--- config.mk ---
export PLATFORM = sky130hd
export DESIGN_NAME = ycbcr2rgb
export DESIGN_NICKNAME = d
export VERILOG_FILES = /design/src/rtl/ycbcr_pkg.sv /design/src/rtl/ycbcr2rgb_lane.sv /design/src/rtl/ycbcr2rgb.sv
export SDC_FILE = /design/constraint.sdc
export NUM_CORES = 2
export LEC_CHECK = 0
export BUFFER_PORTS_ARGS = -buffer_cell sky130_fd_sc_hd__buf_2
export CORE_ASPECT_RATIO = 0.7
export CORE_MARGIN = 10
export CORE_UTILIZATION = 55
export DETAILED_ROUTE_END_ITERATION = 6
export PLACE_DENSITY = 0.73
export SYNTH_ARGS = -nofsm -noshare
export SYNTH_HDL_FRONTEND = slang
export SYNTH_HIERARCHICAL = 1
export SYNTH_SLANG_ARGS = --single-unit
--- constraint.sdc ---
create_clock -name i_clk -period 8.75 [get_ports i_clk]
set_input_delay 1.75 -clock i_clk [delete_from_list [all_inputs] [get_ports i_clk]]
set_output_delay 1.75 -clock i_clk [all_outputs]
set_load 0.1 [all_outputs]
--- src/rtl/ycbcr_pkg.sv ---
// Shared constants and helpers for the 8-lane YCbCr->RGB converter.
// Coefficients are full-range BT.601 values scaled by 2^FRAC_BITS.
package ycbcr_pkg;

   localparam int LANES     = 8;
   localparam int FRAC_BITS = 8;
   localparam int C_R_CR    = 359;
   localparam int C_G_CB    = 88;
   localparam int C_G_CR    = 183;
   localparam int C_B_CB    = 454;
   localparam int OFFSET    = 128;

   // Saturates a signed 11-bit channel sum into an 8-bit pixel value.
   function automatic logic [7:0] clamp8(input logic signed [10:0] v);
      if (v[10])
         return 8'd0;
      else if (v > 11'sd255)
         return 8'hFF;
      else
         return v[7:0];
   endfunction

endpackage

--- src/rtl/ycbcr2rgb_lane.sv ---
// One pixel's three-stage YCbCr->RGB datapath; every register advances only when en is high.
// S1 removes the chroma offset, S2 forms the products, S3 rounds, adds Y and clamps.
module ycbcr2rgb_lane
   import ycbcr_pkg::*;
(
   input  logic        clk,
   input  logic        rst_n,
   input  logic        en,
   input  logic [7:0]  y,
   input  logic [7:0]  cb,
   input  logic [7:0]  cr,
   output logic [23:0] rgb
);

   localparam logic signed [17:0] K_R_CR = 18'(C_R_CR);
   localparam logic signed [17:0] K_G_CB = 18'(C_G_CB);
   localparam logic signed [17:0] K_G_CR = 18'(C_G_CR);
   localparam logic signed [17:0] K_B_CB = 18'(C_B_CB);
   localparam logic signed [17:0] RND    = 18'(1 << (FRAC_BITS - 1));
   localparam logic signed [8:0]  OFS    = 9'(OFFSET);

   logic [7:0]         y_s1_reg, y_s2_reg;
   logic signed [8:0]  cb_s1_reg, cr_s1_reg;
   logic signed [17:0] pr_reg, pg_reg, pb_reg;
   logic signed [17:0] cb_ext, cr_ext;
   logic [23:0]        rgb_reg;

   // Round, floor-shift (>>> rounds toward -inf), then add the unsigned luma.
   function automatic logic signed [10:0] channel(input logic [7:0] yv, input logic signed [17:0] p);
      logic signed [17:0] sh;
      sh = (p + RND) >>> FRAC_BITS;
      return signed'({3'b000, yv}) + signed'(sh[10:0]);
   endfunction

   assign cb_ext = {{9{cb_s1_reg[8]}}, cb_s1_reg};
   assign cr_ext = {{9{cr_s1_reg[8]}}, cr_s1_reg};

   always_ff @(posedge clk or negedge rst_n) begin
      if (!rst_n) begin
         y_s1_reg  <= '0;
         cb_s1_reg <= '0;
         cr_s1_reg <= '0;
         y_s2_reg  <= '0;
         pr_reg    <= '0;
         pg_reg    <= '0;
         pb_reg    <= '0;
         rgb_reg   <= '0;
      end else if (en) begin
         y_s1_reg  <= y;
         cb_s1_reg <= signed'({1'b0, cb}) - OFS;
         cr_s1_reg <= signed'({1'b0, cr}) - OFS;
         y_s2_reg  <= y_s1_reg;
         pr_reg    <= K_R_CR * cr_ext;
         pg_reg    <= -(K_G_CB * cb_ext) - (K_G_CR * cr_ext);
         pb_reg    <= K_B_CB * cb_ext;
         rgb_reg   <= {clamp8(channel(y_s2_reg, pr_reg)),
                       clamp8(channel(y_s2_reg, pg_reg)),
                       clamp8(channel(y_s2_reg, pb_reg))};
      end
   end

   assign rgb = rgb_reg;

endmodule

--- src/rtl/ycbcr2rgb.sv ---
// 8-lane full-range BT.601 YCbCr->RGB converter with valid/ready on both sides.
// Holds only the valid chain and the global advance enable; lanes carry the arithmetic.
module ycbcr2rgb
   import ycbcr_pkg::*;
(
   input  logic        i_clk,
   input  logic        i_rst,
   input  logic [7:0]  i_luma_data1, i_luma_data2, i_luma_data3, i_luma_data4,
   input  logic [7:0]  i_luma_data5, i_luma_data6, i_luma_data7, i_luma_data8,
   input  logic [7:0]  i_cb_data1, i_cb_data2, i_cb_data3, i_cb_data4,
   input  logic [7:0]  i_cb_data5, i_cb_data6, i_cb_data7, i_cb_data8,
   input  logic [7:0]  i_cr_data1, i_cr_data2, i_cr_data3, i_cr_data4,
   input  logic [7:0]  i_cr_data5, i_cr_data6, i_cr_data7, i_cr_data8,
   input  logic        i_valid,
   output logic        o_ready,
   output logic [23:0] o_rgb_data1, o_rgb_data2, o_rgb_data3, o_rgb_data4,
   output logic [23:0] o_rgb_data5, o_rgb_data6, o_rgb_data7, o_rgb_data8,
   output logic        o_valid,
   input  logic        i_ready
);

   logic [7:0]  luma [LANES];
   logic [7:0]  cb   [LANES];
   logic [7:0]  cr   [LANES];
   logic [23:0] rgb  [LANES];
   logic [2:0]  valid_reg;
   logic        en;

   assign luma = '{i_luma_data1, i_luma_data2, i_luma_data3, i_luma_data4,
                   i_luma_data5, i_luma_data6, i_luma_data7, i_luma_data8};
   assign cb   = '{i_cb_data1, i_cb_data2, i_cb_data3, i_cb_data4,
                   i_cb_data5, i_cb_data6, i_cb_data7, i_cb_data8};
   assign cr   = '{i_cr_data1, i_cr_data2, i_cr_data3, i_cr_data4,
                   i_cr_data5, i_cr_data6, i_cr_data7, i_cr_data8};

   assign o_rgb_data1 = rgb[0];
   assign o_rgb_data2 = rgb[1];
   assign o_rgb_data3 = rgb[2];
   assign o_rgb_data4 = rgb[3];
   assign o_rgb_data5 = rgb[4];
   assign o_rgb_data6 = rgb[5];
   assign o_rgb_data7 = rgb[6];
   assign o_rgb_data8 = rgb[7];

   // The whole pipe freezes only when the output stage is full and not taken.
   assign en      = ~(valid_reg[2] & ~i_ready);
   assign o_ready = en;
   assign o_valid = valid_reg[2];

   always_ff @(posedge i_clk or negedge i_rst) begin
      if (!i_rst)
         valid_reg <= '0;
      else if (en)
         valid_reg <= {valid_reg[1:0], i_valid};
   end

   generate
      for (genvar gi = 0; gi < LANES; gi++) begin : g_lane
         ycbcr2rgb_lane u_lane (
            .clk   (i_clk),
            .rst_n (i_rst),
            .en    (en),
            .y     (luma[gi]),
            .cb    (cb[gi]),
            .cr    (cr[gi]),
            .rgb   (rgb[gi])
         );
      end
   endgenerate

endmodule

After elaboration in Yosys (flattened, before gate mapping)
Index checks and enable logic that the tools add are counted.
Widths: inputs -> output; s select.
{"block": "op_classes", "addsub": 80, "multipliers": 32, "magnitude_cmp": 24, "mux": 48, "n_bitwise": 3}
{"cell": "$add 18x9->18 const B", "count": 24}
{"cell": "$mux 8", "count": 48}
{"cell": "$add 9x10->11", "count": 24}
{"cell": "$gt 11x9->1 const B", "count": 24}
{"cell": "$mul 10x9->18 const A", "count": 8}
{"cell": "$mul 9x9->18 const A", "count": 8}
{"cell": "$neg 18->18", "count": 8}
{"cell": "$sub 18x18->18", "count": 8}
{"cell": "$sub 8x8->9 const B", "count": 16}
{"cell": "$mul 9x9->17 const A", "count": 8}
{"cell": "$mul 5x9->14 const A", "count": 8}
{"cell": "$not 1->1", "count": 2}
{"cell": "$and 1x1->1", "count": 1}
{"block": "word_totals", "reg_bits": 891, "out_inout_bits": 194}

Logic depth before layout (Yosys ltp)
{"block": "logic_depth", "depth_word": 5, "mapped_depth": 28, "ltp_nobuf": 28}

Modules after synthesis
The synthesis kept the hierarchy.
{"mod": "ycbcr2rgb_lane at g_lane[0].u_lane ...", "instances": 4, "cells_each": 1055, "area_per_inst_um2": 10376.2, "seq_area_each_um2": 2227.1}
{"mod": "ycbcr2rgb_lane at g_lane[6].u_lane", "instances": 1, "cells_each": 1142, "area_per_inst_um2": 10915.5, "seq_area_each_um2": 2227.1}
{"mod": "ycbcr2rgb_lane at g_lane[7].u_lane", "instances": 1, "cells_each": 1129, "area_per_inst_um2": 10805.4, "seq_area_each_um2": 2227.1}
{"mod": "ycbcr2rgb_lane at g_lane[2].u_lane", "instances": 1, "cells_each": 1060, "area_per_inst_um2": 10466.3, "seq_area_each_um2": 2227.1}
{"mod": "ycbcr2rgb_lane at g_lane[5].u_lane", "instances": 1, "cells_each": 1048, "area_per_inst_um2": 10461.3, "seq_area_each_um2": 2227.1}
{"mod": "ycbcr2rgb", "instances": 1, "cells_each": 8, "area_per_inst_um2": 125.1, "seq_area_each_um2": 75.1}

Least setup slack after synthesis
OpenSTA, ideal clock, no wires.
{"block": "synth_path", "path_kind": "register to register", "from": "register g_lane[6].u_lane.cb_s1_reg[1]", "to": "register g_lane[6].u_lane.pg_reg[14]", "setup_time_ns": 0.125, "arrival_time_ns": 6.267, "required_ns": 8.625, "path_slack_ns": 2.358, "stages_incl_launch_ff": 25, "n_path_buf": 0, "synth_period_minus_slack_ns": 6.392, "cell_sequence": "dfrtp_1 ha_1 fa_1 ha_1 nor2b_1 o21ai_0 a21boi_0 o21ai_0 nor2b_1 xnor2_1 ha_1 ha_1 inv_1 fa_1 fa_1 inv_1 fa_1 inv_1 ha_1 a211oi_1 nand2_1 or4_1 a41oi_2 xnor2_1 mux2_2"}
{"block": "synth_between", "elab_chain_len": 3}
{"element": "start: declaration", "line": "ycbcr2rgb_lane.sv:23", "source": "logic signed [8:0] cb_s1_reg, cr_s1_reg;"}
{"element": "start signal: assignment", "line": "ycbcr2rgb_lane.sv:50", "source": "cb_s1_reg <= signed'({1'b0, cb}) - OFS;"}
{"element": "$mul 5x9->14", "line": "ycbcr2rgb_lane.sv:54", "source": "pg_reg <= -(K_G_CB * cb_ext) - (K_G_CR * cr_ext);"}
{"element": "$neg 18->18", "line": "ycbcr2rgb_lane.sv:54"}
{"element": "$sub 18x18->18", "line": "ycbcr2rgb_lane.sv:54"}
{"element": "end signal: assignment", "line": "ycbcr2rgb_lane.sv:54"}
{"element": "end: declaration", "line": "ycbcr2rgb_lane.sv:24", "source": "logic signed [17:0] pr_reg, pg_reg, pb_reg;"}
Every way passes these cells.
A chain may end at the register's enable or synchronous reset.

Final worst setup path
Same ends and word-level chain as after synthesis.

==> results by group <==
Run status
  – Status: finished, violations left
  – Violated checks: DRC

STA
  – Worst Slack Setup Final: 1910 ps
  – Unrepaired setup endpoints after global routing: no
  – Finish-stage setup viols: 0
  – Final setup TNS: 0 ps
  – Final period utilization: 78.2%
  – Max-slew headroom: 29.5%
  – Fmax: 146 MHz
  – Final max-slew violation count: 0
  – Final hold vios: 0
  – Worst-Margin Slew: 1050 ps
  – Clock Skew: 23.1 ps
  – Final min period: 6840 ps

Yosys
  – Mean area per synthesized cell: 9.79 sq um
  – Sequential fraction of the synthesis area: 21.2%
  – Async SR Flop Fraction: 100%
  – Post-Synthesis Cells: 8,607
  – Yosys reg bits: 715
  – Synth top area share: 23.6%
  – Area leader, netlist: ha_1
  – Synth area leaders: ha_1, dfrtp_1, fa_1, inv_1, xnor2_1
  – Post-synth EDFFs: 0
  – Synth unique cells: 105
  – Mapped Area: 84,300 sq um
  – Net Count, Synth: 11,100
  – Synth Warn #: 6
  – Synth Flop Type: dfrtp_1

Final layout
  – Share of cells above drive strength 1: 10.6%
  – Commonest non-fill, non-tap cells in the layout: ha_1, inv_1, dfrtp_1, fa_1, xnor2_1
  – Commonest non-fill, non-tap cell in the layout: ha_1
  – Nets: 11,400
  – Layout Area Growth over Synthesis: 8.55%
  – Max FFs per register: 192
  – Final core occ: 60.0%

Global route
  – Largest net degree at the start of global routing: 159
  – Vias in the first global route: 63,500
  – Initial antenna violation count: 9
  – Total GRT Usage: 23.5%
  – First-pass GRT wire length: 331,000 um
  – Grt total ovfl: 0

Drt
  – DRT Pass-1 Iters: 7
  – Post-route DRC: 1
  – Vias: 61,400
  – Number of DRC markers in iteration 0: 3,666
  – Vias per cell: 5.55
  – Final WL: 200,000 um
  – Drt wl/cell: 18.1 um
  – Post-route ant nets: 0

Clock network
  – Post-CTS sizing: 0
  – CTS hold repair buffers: 0
  – Worst skew pair latency: 710 ps
  – CTS tree: built
  – H-tree depth: 3
  – Clk sinks: 715
  – # Post-CTS Setup Buffers: 0
  – Total CTS buffers: 84
  – Clock Tree Buf Depth: 3
  – Clock-pin slew on the worst setup and hold paths: 60 ps
  – CTS root buf: clkbuf_16

Die
  – Die Footprint: 170,000 sq um
  – Ports: 390
  – Die X-Extent: 488 um
  – Initial core utilization: 55.2%
  – Core Box Area: 153,000 sq um
  – Die Y: 348 um
  – Row count: 120

Worst setup path
  – Worst EP required: 9340 ps
  – CP Max Fanout: 7
  – CP endpoint kind: flop
  – CP arrival: 7430 ps
  – CP startpoint kind: flop
  – Setup CP Type: reg -> reg

Place
  – Placer Congestion: 0.897
  – Port bufs: 389
  – Pre-CTS WS: 1930 ps
  – DP HPWL: 161,000 um

Min path
  – Worst hold path type: reg -> reg

Job
  – Max-Cap Viols: 0
==> stage by stage <==
stage / instance area [sq um] / hold slack (ps) / cells
after floorplan: 84300 / 430 / 8607
after global placement: 88500 / 443 / 10900
after detailed placement: 88500 / 473 / 10900
after CTS: 91500 / 491 / 11100
after global routing: 91500 / 494 / 11100
final: 91500 / 487 / 11100
==> final cells by class <==
class,count,area (sq um)
Antenna cell,5,12.5
Clock inverter,46,538
Fill cell,12800,61100
Inverter,1585,5960
Clock buffer,108,2390
Sequential cell,715,17900
Tap cell,2013,2520
Timing Repair Buffer,417,2250
Multi-Input combinational cell,6173,59900
==> metal layers <==
metal,vias to the layer above,track usage [%],wire (um)
met4,4,7.05,6460
met3,275,3.72,9120
met1,30200,32.5,92800
met5,-,0,25
met2,1137,38.1,91600
li1,29900,-,-
==> final timing paths <==
| kind | depth (start not counted) | end | startpoint | slack [ps] |
|---|---|---|---|---|
| min reg2reg | 1 | g_lane[6].u_lane/rgb[16] | g_lane[6].u_lane/rgb[16] | 490 |
| max in group asynchronous | 3 | g_lane[5].u_lane/cr_s1_reg[7] | i_rst | 5880 |
| max | 24 | g_lane[6].u_lane/pg_reg[14] | g_lane[6].u_lane/cb_s1_reg[1] | 1910 |
| max reg2reg | 24 | g_lane[6].u_lane/pg_reg[14] | g_lane[6].u_lane/cb_s1_reg[1] | 1910 |
| min | 1 | g_lane[6].u_lane/rgb[16] | g_lane[6].u_lane/rgb[16] | 490 |
| min in group asynchronous | 1 | g_lane[0].u_lane/pr_reg[9] | i_rst | 980 |
==> worst max-delay path: stages, from the launching register on <==
cell and delay [ps]:
dfrtp_1 490, ha_1 370, fa_1 480, ha_1 350
nor2b_1 150, o21ai_0 200, a21boi_0 150, o21ai_0 280
nor2b_1 200, xnor2_1 130, ha_1 260, ha_1 280
inv_1 50, fa_1 500, fa_1 550, inv_1 50
fa_1 520, inv_1 40, ha_1 340, a211oi_1 210
nand2_1 100, or4_1 430, a41oi_2 240, xnor2_1 90
mux2_2 260
==> cell families (layout without fill, tap and decap cells) <==
logic type,Yosys count,in the layout,share of synthesized area [%]
simple gates,1590,1590,9.38
other cells,0,5,0
buf+inv,1719,2156,7.67
xor+xnor,678,678,7.05
flops,715,715,21.2
compound gates,1339,1339,11.1
mux,302,302,4.00
fa+ha+maj,2264,2264,39.6
==> synth_stat cells, types with 164 or more instances <==
master	number
a21oi_1	285
xor2_1	214
dfrtp_1	715
mux2_2	274
ha_1	1592
fa_1	672
nand2_1	390
nor2_1	401
xnor2_1	464
nand3_1	164
o21ai_0	278
inv_1	1579
Power is not shown: default switching activity piles up to over one toggle a cycle in this logic, so the estimate is an artifact.
